**config.mk**
```make
export PLATFORM = sky130hd
export DESIGN_NAME = uart_rx_fifo
export DESIGN_NICKNAME = d
export VERILOG_FILES = /design/src/rtl/uart_pkg.sv /design/src/rtl/sync_fifo.sv /design/src/rtl/uart_rx_fifo.sv
export SDC_FILE = /design/constraint.sdc
export NUM_CORES = 1
export LEC_CHECK = 0
export BUFFER_PORTS_ARGS = -buffer_cell sky130_fd_sc_hd__buf_2
export CAP_MARGIN = 20
export CORE_UTILIZATION = 60
export CTS_CLUSTER_DIAMETER = 50
export CTS_CLUSTER_SIZE = 20
export DETAILED_ROUTE_END_ITERATION = 16
export MAX_ROUTING_LAYER = met4
export PLACE_DENSITY = 0.78
export SLEW_MARGIN = 20
export SYNTH_ARGS = -nofsm -noshare
export SYNTH_HDL_FRONTEND = slang
export SYNTH_SLANG_ARGS = --single-unit
```
**constraint.sdc**
```tcl
create_clock -name i_clk -period 4.64 [get_ports i_clk]
set_input_delay 0.232 -clock i_clk [delete_from_list [all_inputs] [get_ports i_clk]]
set_output_delay 0.232 -clock i_clk [all_outputs]
set_load 0.02 [all_outputs]
```
**src/rtl/uart_pkg.sv**
```systemverilog
// Shared UART definitions: receiver state encoding and baud divisor helper.
// Used by uart_rx_fifo and the uart_tx successor.
package uart_pkg;

  typedef enum logic [2:0] {IDLE, START, DATA, PARITY, STOP, BREAK} rx_state_t;

  function automatic int unsigned clks_per_bit(input int unsigned clk_hz,
                                               input int unsigned baud);
    return clk_hz / baud;
  endfunction

endpackage

```
**src/rtl/sync_fifo.sv**
```systemverilog
// First-word-fall-through synchronous FIFO; the head entry is presented while not empty.
// A push into a full FIFO is accepted only when a pop happens on the same edge.
module sync_fifo #(
  parameter int unsigned WIDTH = 8,
  parameter int unsigned DEPTH = 16
) (
  input  logic                   i_clk,
  input  logic                   i_reset,
  input  logic                   i_push,
  input  logic [WIDTH-1:0]       i_data,
  input  logic                   i_pop,
  output logic [WIDTH-1:0]       o_data,
  output logic                   o_valid,
  output logic                   o_full,
  output logic [$clog2(DEPTH):0] o_count
);

  localparam int unsigned AW = $clog2(DEPTH);
  localparam logic [AW:0] FULL_CNT = DEPTH[AW:0];

  logic [WIDTH-1:0] r_mem [DEPTH];
  logic [AW-1:0]    r_wptr;
  logic [AW-1:0]    r_rptr;
  logic [AW:0]      r_count;
  logic             w_empty;
  logic             w_full;
  logic             w_wr;
  logic             w_rd;

  assign w_empty = (r_count == '0);
  assign w_full  = (r_count == FULL_CNT);
  assign w_rd    = i_pop && !w_empty;
  // When full, the write slot is the head being popped, so both may proceed.
  assign w_wr    = i_push && (!w_full || w_rd);

  always_ff @(posedge i_clk) begin
    if (w_wr) r_mem[r_wptr] <= i_data;
  end

  always_ff @(posedge i_clk or posedge i_reset) begin
    if (i_reset) begin
      r_wptr  <= '0;
      r_rptr  <= '0;
      r_count <= '0;
    end else begin
      if (w_wr) r_wptr <= r_wptr + 1'b1;
      if (w_rd) r_rptr <= r_rptr + 1'b1;
      case ({w_wr, w_rd})
        2'b10:   r_count <= r_count + 1'b1;
        2'b01:   r_count <= r_count - 1'b1;
        default: r_count <= r_count;
      endcase
    end
  end

  assign o_data  = w_empty ? '0 : r_mem[r_rptr];
  assign o_valid = !w_empty;
  assign o_full  = w_full;
  assign o_count = r_count;

endmodule

```
**src/rtl/uart_rx_fifo.sv**
```systemverilog
// UART receiver with start-glitch rejection, sticky error flags and a FWFT receive FIFO.
// Define UART_RX_PARITY_EN to expect and check a parity bit between data and stop.
module uart_rx_fifo
  import uart_pkg::*;
#(
  parameter int unsigned CLK_HZ     = 50_000_000,
  parameter int unsigned BAUD       = 115_200,
  parameter int unsigned DATA_BITS  = 8,
  parameter int unsigned FIFO_DEPTH = 16,
  parameter int unsigned PARITY_ODD = 0
) (
  input  logic                        i_clk,
  input  logic                        i_reset,
  input  logic                        i_rx,
  output logic [DATA_BITS-1:0]        o_data,
  output logic                        o_valid,
  input  logic                        i_ready,
  output logic [$clog2(FIFO_DEPTH):0] o_count,
  output logic                        o_frame_err,
  output logic                        o_overrun,
  output logic                        o_parity_err,
  input  logic                        i_clear_err
);

  localparam int unsigned CPB   = clks_per_bit(CLK_HZ, BAUD);
  localparam int unsigned CNT_W = $clog2(CPB);
  localparam int unsigned IDX_W = $clog2(DATA_BITS);
  localparam logic [CNT_W-1:0] HALF_LOAD = CNT_W'(CPB / 2 - 1);
  localparam logic [CNT_W-1:0] FULL_LOAD = CNT_W'(CPB - 1);
  localparam logic [IDX_W-1:0] LAST_IDX  = IDX_W'(DATA_BITS - 1);

  logic                 r_rx_meta;
  logic                 r_rx_s;
  rx_state_t            r_state;
  logic [CNT_W-1:0]     r_cnt;
  logic [IDX_W-1:0]     r_idx;
  logic [DATA_BITS-1:0] r_shift;
  logic                 r_frame_err;
  logic                 r_overrun;
  logic                 w_tick;
  logic                 w_push;
  logic                 w_frame_set;
  logic                 w_ovr_set;
  logic                 w_full;

  always_ff @(posedge i_clk or posedge i_reset) begin
    if (i_reset) begin
      r_rx_meta <= 1'b1;
      r_rx_s    <= 1'b1;
    end else begin
      r_rx_meta <= i_rx;
      r_rx_s    <= r_rx_meta;
    end
  end

  assign w_tick      = (r_cnt == '0);
  assign w_push      = (r_state == STOP) && w_tick && r_rx_s;
  assign w_frame_set = (r_state == STOP) && w_tick && !r_rx_s;
  assign w_ovr_set   = w_push && w_full && !i_ready;

`ifdef UART_RX_PARITY_EN
  logic r_par_bad;
  logic r_parity_err;
  logic w_par_exp;

  assign w_par_exp = (^r_shift) ^ PARITY_ODD[0];
`endif

  always_ff @(posedge i_clk or posedge i_reset) begin
    if (i_reset) begin
      r_state <= IDLE;
      r_cnt   <= '0;
      r_idx   <= '0;
      r_shift <= '0;
`ifdef UART_RX_PARITY_EN
      r_par_bad <= 1'b0;
`endif
    end else begin
      // Timed states count down to the next bit centre unless they reload below.
      if (r_state != IDLE && r_state != BREAK && !w_tick) r_cnt <= r_cnt - 1'b1;
      case (r_state)
        IDLE: begin
          if (!r_rx_s) begin
            r_state <= START;
            r_cnt   <= HALF_LOAD;
          end
        end
        START: begin
          if (w_tick) begin
            if (!r_rx_s) begin
              r_state <= DATA;
              r_cnt   <= FULL_LOAD;
              r_idx   <= '0;
            end else begin
              r_state <= IDLE;
            end
          end
        end
        DATA: begin
          if (w_tick) begin
            r_shift <= {r_rx_s, r_shift[DATA_BITS-1:1]};
            r_cnt   <= FULL_LOAD;
            if (r_idx == LAST_IDX) begin
`ifdef UART_RX_PARITY_EN
              r_state <= PARITY;
`else
              r_state <= STOP;
`endif
            end else begin
              r_idx <= r_idx + 1'b1;
            end
          end
        end
`ifdef UART_RX_PARITY_EN
        PARITY: begin
          if (w_tick) begin
            r_par_bad <= (r_rx_s != w_par_exp);
            r_state   <= STOP;
            r_cnt     <= FULL_LOAD;
          end
        end
`endif
        STOP: begin
          if (w_tick) r_state <= r_rx_s ? IDLE : BREAK;
        end
        BREAK: begin
          if (r_rx_s) r_state <= IDLE;
        end
        default: r_state <= IDLE;
      endcase
    end
  end

  // A new error event on the same edge as a clear keeps the flag set.
  always_ff @(posedge i_clk or posedge i_reset) begin
    if (i_reset) begin
      r_frame_err <= 1'b0;
      r_overrun   <= 1'b0;
    end else begin
      if (w_frame_set)      r_frame_err <= 1'b1;
      else if (i_clear_err) r_frame_err <= 1'b0;
      if (w_ovr_set)        r_overrun   <= 1'b1;
      else if (i_clear_err) r_overrun   <= 1'b0;
    end
  end

`ifdef UART_RX_PARITY_EN
  always_ff @(posedge i_clk or posedge i_reset) begin
    if (i_reset) begin
      r_parity_err <= 1'b0;
    end else if (w_push && r_par_bad) begin
      r_parity_err <= 1'b1;
    end else if (i_clear_err) begin
      r_parity_err <= 1'b0;
    end
  end

  assign o_parity_err = r_parity_err;
`else
  logic w_unused_parity_odd;

  assign w_unused_parity_odd = PARITY_ODD[0];
  assign o_parity_err        = 1'b0;
`endif

  sync_fifo #(
    .WIDTH(DATA_BITS),
    .DEPTH(FIFO_DEPTH)
  ) u_fifo (
    .i_clk  (i_clk),
    .i_reset(i_reset),
    .i_push (w_push),
    .i_data (r_shift),
    .i_pop  (i_ready),
    .o_data (o_data),
    .o_valid(o_valid),
    .o_full (w_full),
    .o_count(o_count)
  );

  assign o_frame_err = r_frame_err;
  assign o_overrun   = r_overrun;

endmodule

```
==> report_table.html <==
<table>
<tr><th>Metric</th><th>Value</th></tr>
<tr><th colspan="2">Status</th></tr>
<tr><td>Outcome</td><td>complete, but fails checks</td></tr>
<tr><td>Failing checks</td><td>DRC</td></tr>
<tr><th colspan="2">Critical path</th></tr>
<tr><td>Critical Path Sink Type</td><td>flip-flop</td></tr>
<tr><td>Category of the worst setup path launch point</td><td>flip-flop</td></tr>
<tr><td>Worst Setup SP</td><td>r_cnt[0]$_DFF_PP0_</td></tr>
<tr><td>Cells on worst reg2reg path</td><td>13</td></tr>
<tr><td>Endpoint of the worst setup timing path</td><td>u_fifo.o_count[4]$_DFFE_PP0P_</td></tr>
<tr><td>Crit Reg-Reg Startpoint</td><td>r_cnt[0]$_DFF_PP0_</td></tr>
<tr><td>Cell depth of the worst setup path</td><td>13</td></tr>
<tr><td>Critical Path, Cell by Cell</td><td>inv_1 &gt; ha_1 &gt; or4b_1 &gt; nor2_2 &gt; and3_1 &gt; inv_1 &gt; ha_1 &gt; xor2_1 &gt; ha_1 &gt; o211a_1 &gt; o31ai_1 &gt; a31oi_1 &gt; xnor2_1</td></tr>
<tr><td>CP peak stage delay</td><td>0.57 ns</td></tr>
<tr><td>Endpoint of the worst-slack reg-to-reg timing path</td><td>u_fifo.o_count[4]$_DFFE_PP0P_</td></tr>
<tr><td>Critical path peak fanout</td><td>17</td></tr>
<tr><td>Kind of cell adding the most delay to the critical path</td><td>simple AND/OR/NAND/NOR gates</td></tr>
<tr><td>Reg2reg setup slack</td><td>0.96 ns</td></tr>
<tr><td>Critical Setup Path Class</td><td>reg -&gt; reg</td></tr>
<tr><td>Crit-path slowest cell</td><td>sky130_fd_sc_hd__or4b_1</td></tr>
<tr><td>Cell seen most often among critical-path stages</td><td>sky130_fd_sc_hd__ha_1</td></tr>
<tr><td>WP data required</td><td>4.95 ns</td></tr>
<tr><td>Worst path bufs/invs</td><td>2</td></tr>
<tr><td>Data arrival time of the critical path</td><td>3.98 ns</td></tr>
<tr><th colspan="2">Placed design</th></tr>
<tr><td>Count of input and output buffers</td><td>20</td></tr>
<tr><td>Area post-placement</td><td>7330 µm²</td></tr>
<tr><td>DP HPWL</td><td>7930 µm</td></tr>
<tr><td>Gpl congestion</td><td>0.785</td></tr>
<tr><th colspan="2">Timing</th></tr>
<tr><td>Max Clock Skew</td><td>0.00548 ns</td></tr>
<tr><td>Post-Route Setup TNS</td><td>0 ns</td></tr>
<tr><td>Count of endpoints failing hold in the final timing report</td><td>0</td></tr>
<tr><td>Maximum clock frequency</td><td>272 MHz</td></tr>
<tr><td>Final period utilization</td><td>0.793</td></tr>
<tr><td>Transition time at the pin with the least slew margin</td><td>1.08 ns</td></tr>
<tr><td>Min Clock Period, post-route</td><td>3.68 ns</td></tr>
<tr><td>Setup violation total in the final timing report</td><td>0</td></tr>
<tr><td>Final slew viol count</td><td>0</td></tr>
<tr><td>Worst slew margin relative to its limit</td><td>0.280</td></tr>
<tr><td>Setup repair after global routing missed its margin</td><td>false</td></tr>
<tr><th colspan="2">Clock tree</th></tr>
<tr><td>Clk root buf</td><td>sky130_fd_sc_hd__clkbuf_16</td></tr>
<tr><td>Clock slew at the register clock pins of the worst setup and hold paths</td><td>0.06 ns</td></tr>
<tr><td>Post-cts resize count</td><td>0</td></tr>
<tr><td>TritonCTS clock tree</td><td>done</td></tr>
<tr><td>Clock buffers created by TritonCTS</td><td>17</td></tr>
<tr><td>Number of buffers added to fix hold violations after cts</td><td>3</td></tr>
<tr><td>Number of levels in the clock H-tree</td><td>4</td></tr>
<tr><td>Clock tree sinks</td><td>168</td></tr>
<tr><td>Insertion delay to the later sink of the worst-skew pair</td><td>0.42 ns</td></tr>
<tr><td>Setup Fix Bufs, Post-CTS</td><td>0</td></tr>
<tr><td>Number of buffers between clock root and the deepest sink</td><td>2</td></tr>
<tr><th colspan="2">Floorplan</th></tr>
<tr><td>Horizontal die dimension</td><td>111 µm</td></tr>
<tr><td>Total I/O pin count</td><td>22</td></tr>
<tr><td>Initial standard-cell utilization of the core</td><td>0.619</td></tr>
<tr><td>Die height</td><td>111 µm</td></tr>
<tr><td>Area of the die</td><td>12300 µm²</td></tr>
<tr><td>Core outline area</td><td>11500 µm²</td></tr>
<tr><td>Standard-cell rows</td><td>39</td></tr>
<tr><th colspan="2">Detailed routing</th></tr>
<tr><td>Number of vias per cell</td><td>6.26</td></tr>
<tr><td>Count of TritonRoute iterations in the first routing pass</td><td>10</td></tr>
<tr><td>Overall via count from detail_route</td><td>3732</td></tr>
<tr><td>Number of DRC violations after detailed-routing iteration 0</td><td>260</td></tr>
<tr><td>DRC</td><td>4</td></tr>
<tr><td>DRT antenna net count</td><td>0</td></tr>
<tr><td>Total length of routed wires</td><td>12900 µm</td></tr>
<tr><td>Mean routed wirelength per cell</td><td>21.6 µm</td></tr>
<tr><th colspan="2">Synth</th></tr>
<tr><td>Number of enable flip-flop cells after synthesis</td><td>128</td></tr>
<tr><td>Syn Inst Count</td><td>418</td></tr>
<tr><td>Synth Register Bits</td><td>168</td></tr>
<tr><td>Part of the Yosys area used for sequential elements</td><td>0.680</td></tr>
<tr><td>Mean instance size in the synthesized netlist</td><td>17.1 µm²</td></tr>
<tr><td>Combined area of all synthesized cells</td><td>7130 µm²</td></tr>
<tr><td>Number of unique standard cell types used by synthesis</td><td>56</td></tr>
<tr><td>Most frequently used flop master after synthesis</td><td>sky130_fd_sc_hd__edfxtp_1</td></tr>
<tr><td>Number of warnings reported in the yosys synthesis log</td><td>0</td></tr>
<tr><td>Synth Net Count</td><td>436</td></tr>
<tr><td>Post-synthesis async set-or-reset flop share</td><td>0.238</td></tr>
<tr><th colspan="2">Finish</th></tr>
<tr><td>Ant. Diodes</td><td>0</td></tr>
<tr><td>Post-layout instance area</td><td>7970 µm²</td></tr>
<tr><td>Most used cells in the layout excluding fill and tap cells</td><td>sky130_fd_sc_hd__edfxtp_1, sky130_fd_sc_hd__dfrtp_1, sky130_fd_sc_hd__mux4_2</td></tr>
<tr><td>Fraction of final layout cells with drive strength greater than 1</td><td>0.236</td></tr>
<tr><td>Most common library cell in the layout ignoring fill and taps</td><td>sky130_fd_sc_hd__edfxtp_1</td></tr>
<tr><td>Area overhead of the layout relative to synthesis</td><td>11.7%</td></tr>
<tr><td>Final #Nets</td><td>458</td></tr>
<tr><th colspan="2">Pwr</th></tr>
<tr><td>Leakage power</td><td>3.24 nW</td></tr>
<tr><td>Power per unit of standard cell area</td><td>460 nW/µm²</td></tr>
<tr><td>IR drop worst, VDD</td><td>361 µV</td></tr>
<tr><th colspan="2">Global route</th></tr>
<tr><td>Pin count of the biggest net entering global routing</td><td>41</td></tr>
<tr><td>Global-route wire length before repair</td><td>20700 µm</td></tr>
<tr><td>Vias in the first global route</td><td>3848</td></tr>
<tr><td>Total Routing Usage GR</td><td>0.239</td></tr>
<tr><td>Number of antenna violations at the first check in global routing</td><td>0</td></tr>
<tr><td>Total overflow reported by the global router</td><td>0</td></tr>
<tr><th colspan="2">Job</th></tr>
<tr><td>Number of max-capacitance violations reported</td><td>0</td></tr>
<tr><th colspan="2">Worst hold path</th></tr>
<tr><td>Worst hold path class</td><td>in -&gt; reg</td></tr>
</table>
## area by class of cell
type	instances	area, µm²
Timing Repair Buffer	26	153
Inverter	12	45.0
Tap cell	143	179
Clock buffer	27	546
Sequential cell	168	4850
Fill cell	730	3550
Multi-Input combinational cell	215	2140
Clock inverter	5	56.3
## worst min-delay path, cell delays in order
cell and delay [ns]:
sky130_fd_sc_hd__buf_2 0.09, sky130_fd_sc_hd__nand3b_1 0.17, sky130_fd_sc_hd__o22ai_1 0.10
## power breakdown
| part | internal, mW | switching [mW] | leakage [nW] | total, mW |
|---|---|---|---|---|
| clock | 0.860 | 0.532 | 0.290 | 1.39 |
| combinational | 0.239 | 0.172 | 0.953 | 0.411 |
| sequential | 1.64 | 0.217 | 1.99 | 1.86 |
## synthesized netlist by cell type, types with 8 or more instances
cell type | count | area, µm²
sky130_fd_sc_hd__mux4_2 | 32 | 721
sky130_fd_sc_hd__xnor2_1 | 8 | 70.1
sky130_fd_sc_hd__nor2_1 | 8 | 30.0
sky130_fd_sc_hd__dfrtp_1 | 38 | 951
sky130_fd_sc_hd__mux2_2 | 13 | 146
sky130_fd_sc_hd__and3_1 | 16 | 100
sky130_fd_sc_hd__nand2_1 | 9 | 33.8
sky130_fd_sc_hd__inv_1 | 12 | 45.0
sky130_fd_sc_hd__ha_1 | 13 | 163
sky130_fd_sc_hd__mux2i_1 | 18 | 180
sky130_fd_sc_hd__o22ai_1 | 9 | 56.3
sky130_fd_sc_hd__buf_2 | 8 | 40.0
sky130_fd_sc_hd__edfxtp_1 | 128 | 3840
sky130_fd_sc_hd__clkbuf_1 | 12 | 45.0
## state kept, by name (all words and copies together), names as in the netlist, 3 cells and up
register        flops
r_idx               3
r_state             3
r_shift             8
u_fifo.r_wptr       4
r_cnt               9
u_fifo.r_rptr       4
u_fifo.r_mem      128
u_fifo.o_count      5
## how the worst min path moves through the flow
stage                        from               endpoint  slack, ns  depth (start not counted)
after global placement       i_rx    r_rx_meta$_DFF_PP1_       0.34                          1
after floorplan              i_rx    r_rx_meta$_DFF_PP1_       0.24                          0
final                     i_ready  o_overrun$_DFFE_PP0P_       0.21                          3
after global routing      i_ready  o_overrun$_DFFE_PP0P_       0.23                          3
after CTS                 i_ready  o_overrun$_DFFE_PP0P_       0.19                          3
after detailed placement     i_rx    r_rx_meta$_DFF_PP1_       0.34                          1
## layer usage
| metal | vias to the layer above | global-route usage | part of all wire |
|---|---|---|---|
| met3 | 22 | 0.0503 | 0.049 |
| met1 | 1896 | 0.304 | 0.41 |
| li1 | 1699 | - | - |
| met2 | 115 | 0.375 | 0.52 |
| met4 | 0 | 0.104 | 0.023 |
| met5 | - | - | 0 |
## logic make-up after synthesis
kind of cell | count (synthesis) | synth area share
other cells | 1 | 0.000526
buf+inv | 35 | 0.0204
simple gates | 79 | 0.0683
fa+ha+maj | 13 | 0.0228
xor+xnor | 14 | 0.0172
compound gates | 45 | 0.0441
flops | 168 | 0.680
mux | 63 | 0.147
## through the flow
| step | hold slack (ns) | utilization | instances | worst slack, ns | power (mW) |
|---|---|---|---|---|---|
| 2_1_floorplan | 0.236 | - | 418 | 1.31 | 2.18 |
| 3_3_place_gp | 0.339 | 0.637 | 561 | 1.18 | 2.29 |
| 3_5_place_dp | 0.341 | 0.637 | 561 | 1.03 | 2.31 |
| 4_1_cts | 0.190 | 0.692 | 596 | 0.990 | 3.70 |
| 5_1_grt | 0.228 | 0.692 | 596 | 0.765 | 3.80 |
| 6_report | 0.215 | 0.692 | 596 | 0.961 | 3.66 |
Note: power is estimated with default switching activity, not from simulation.
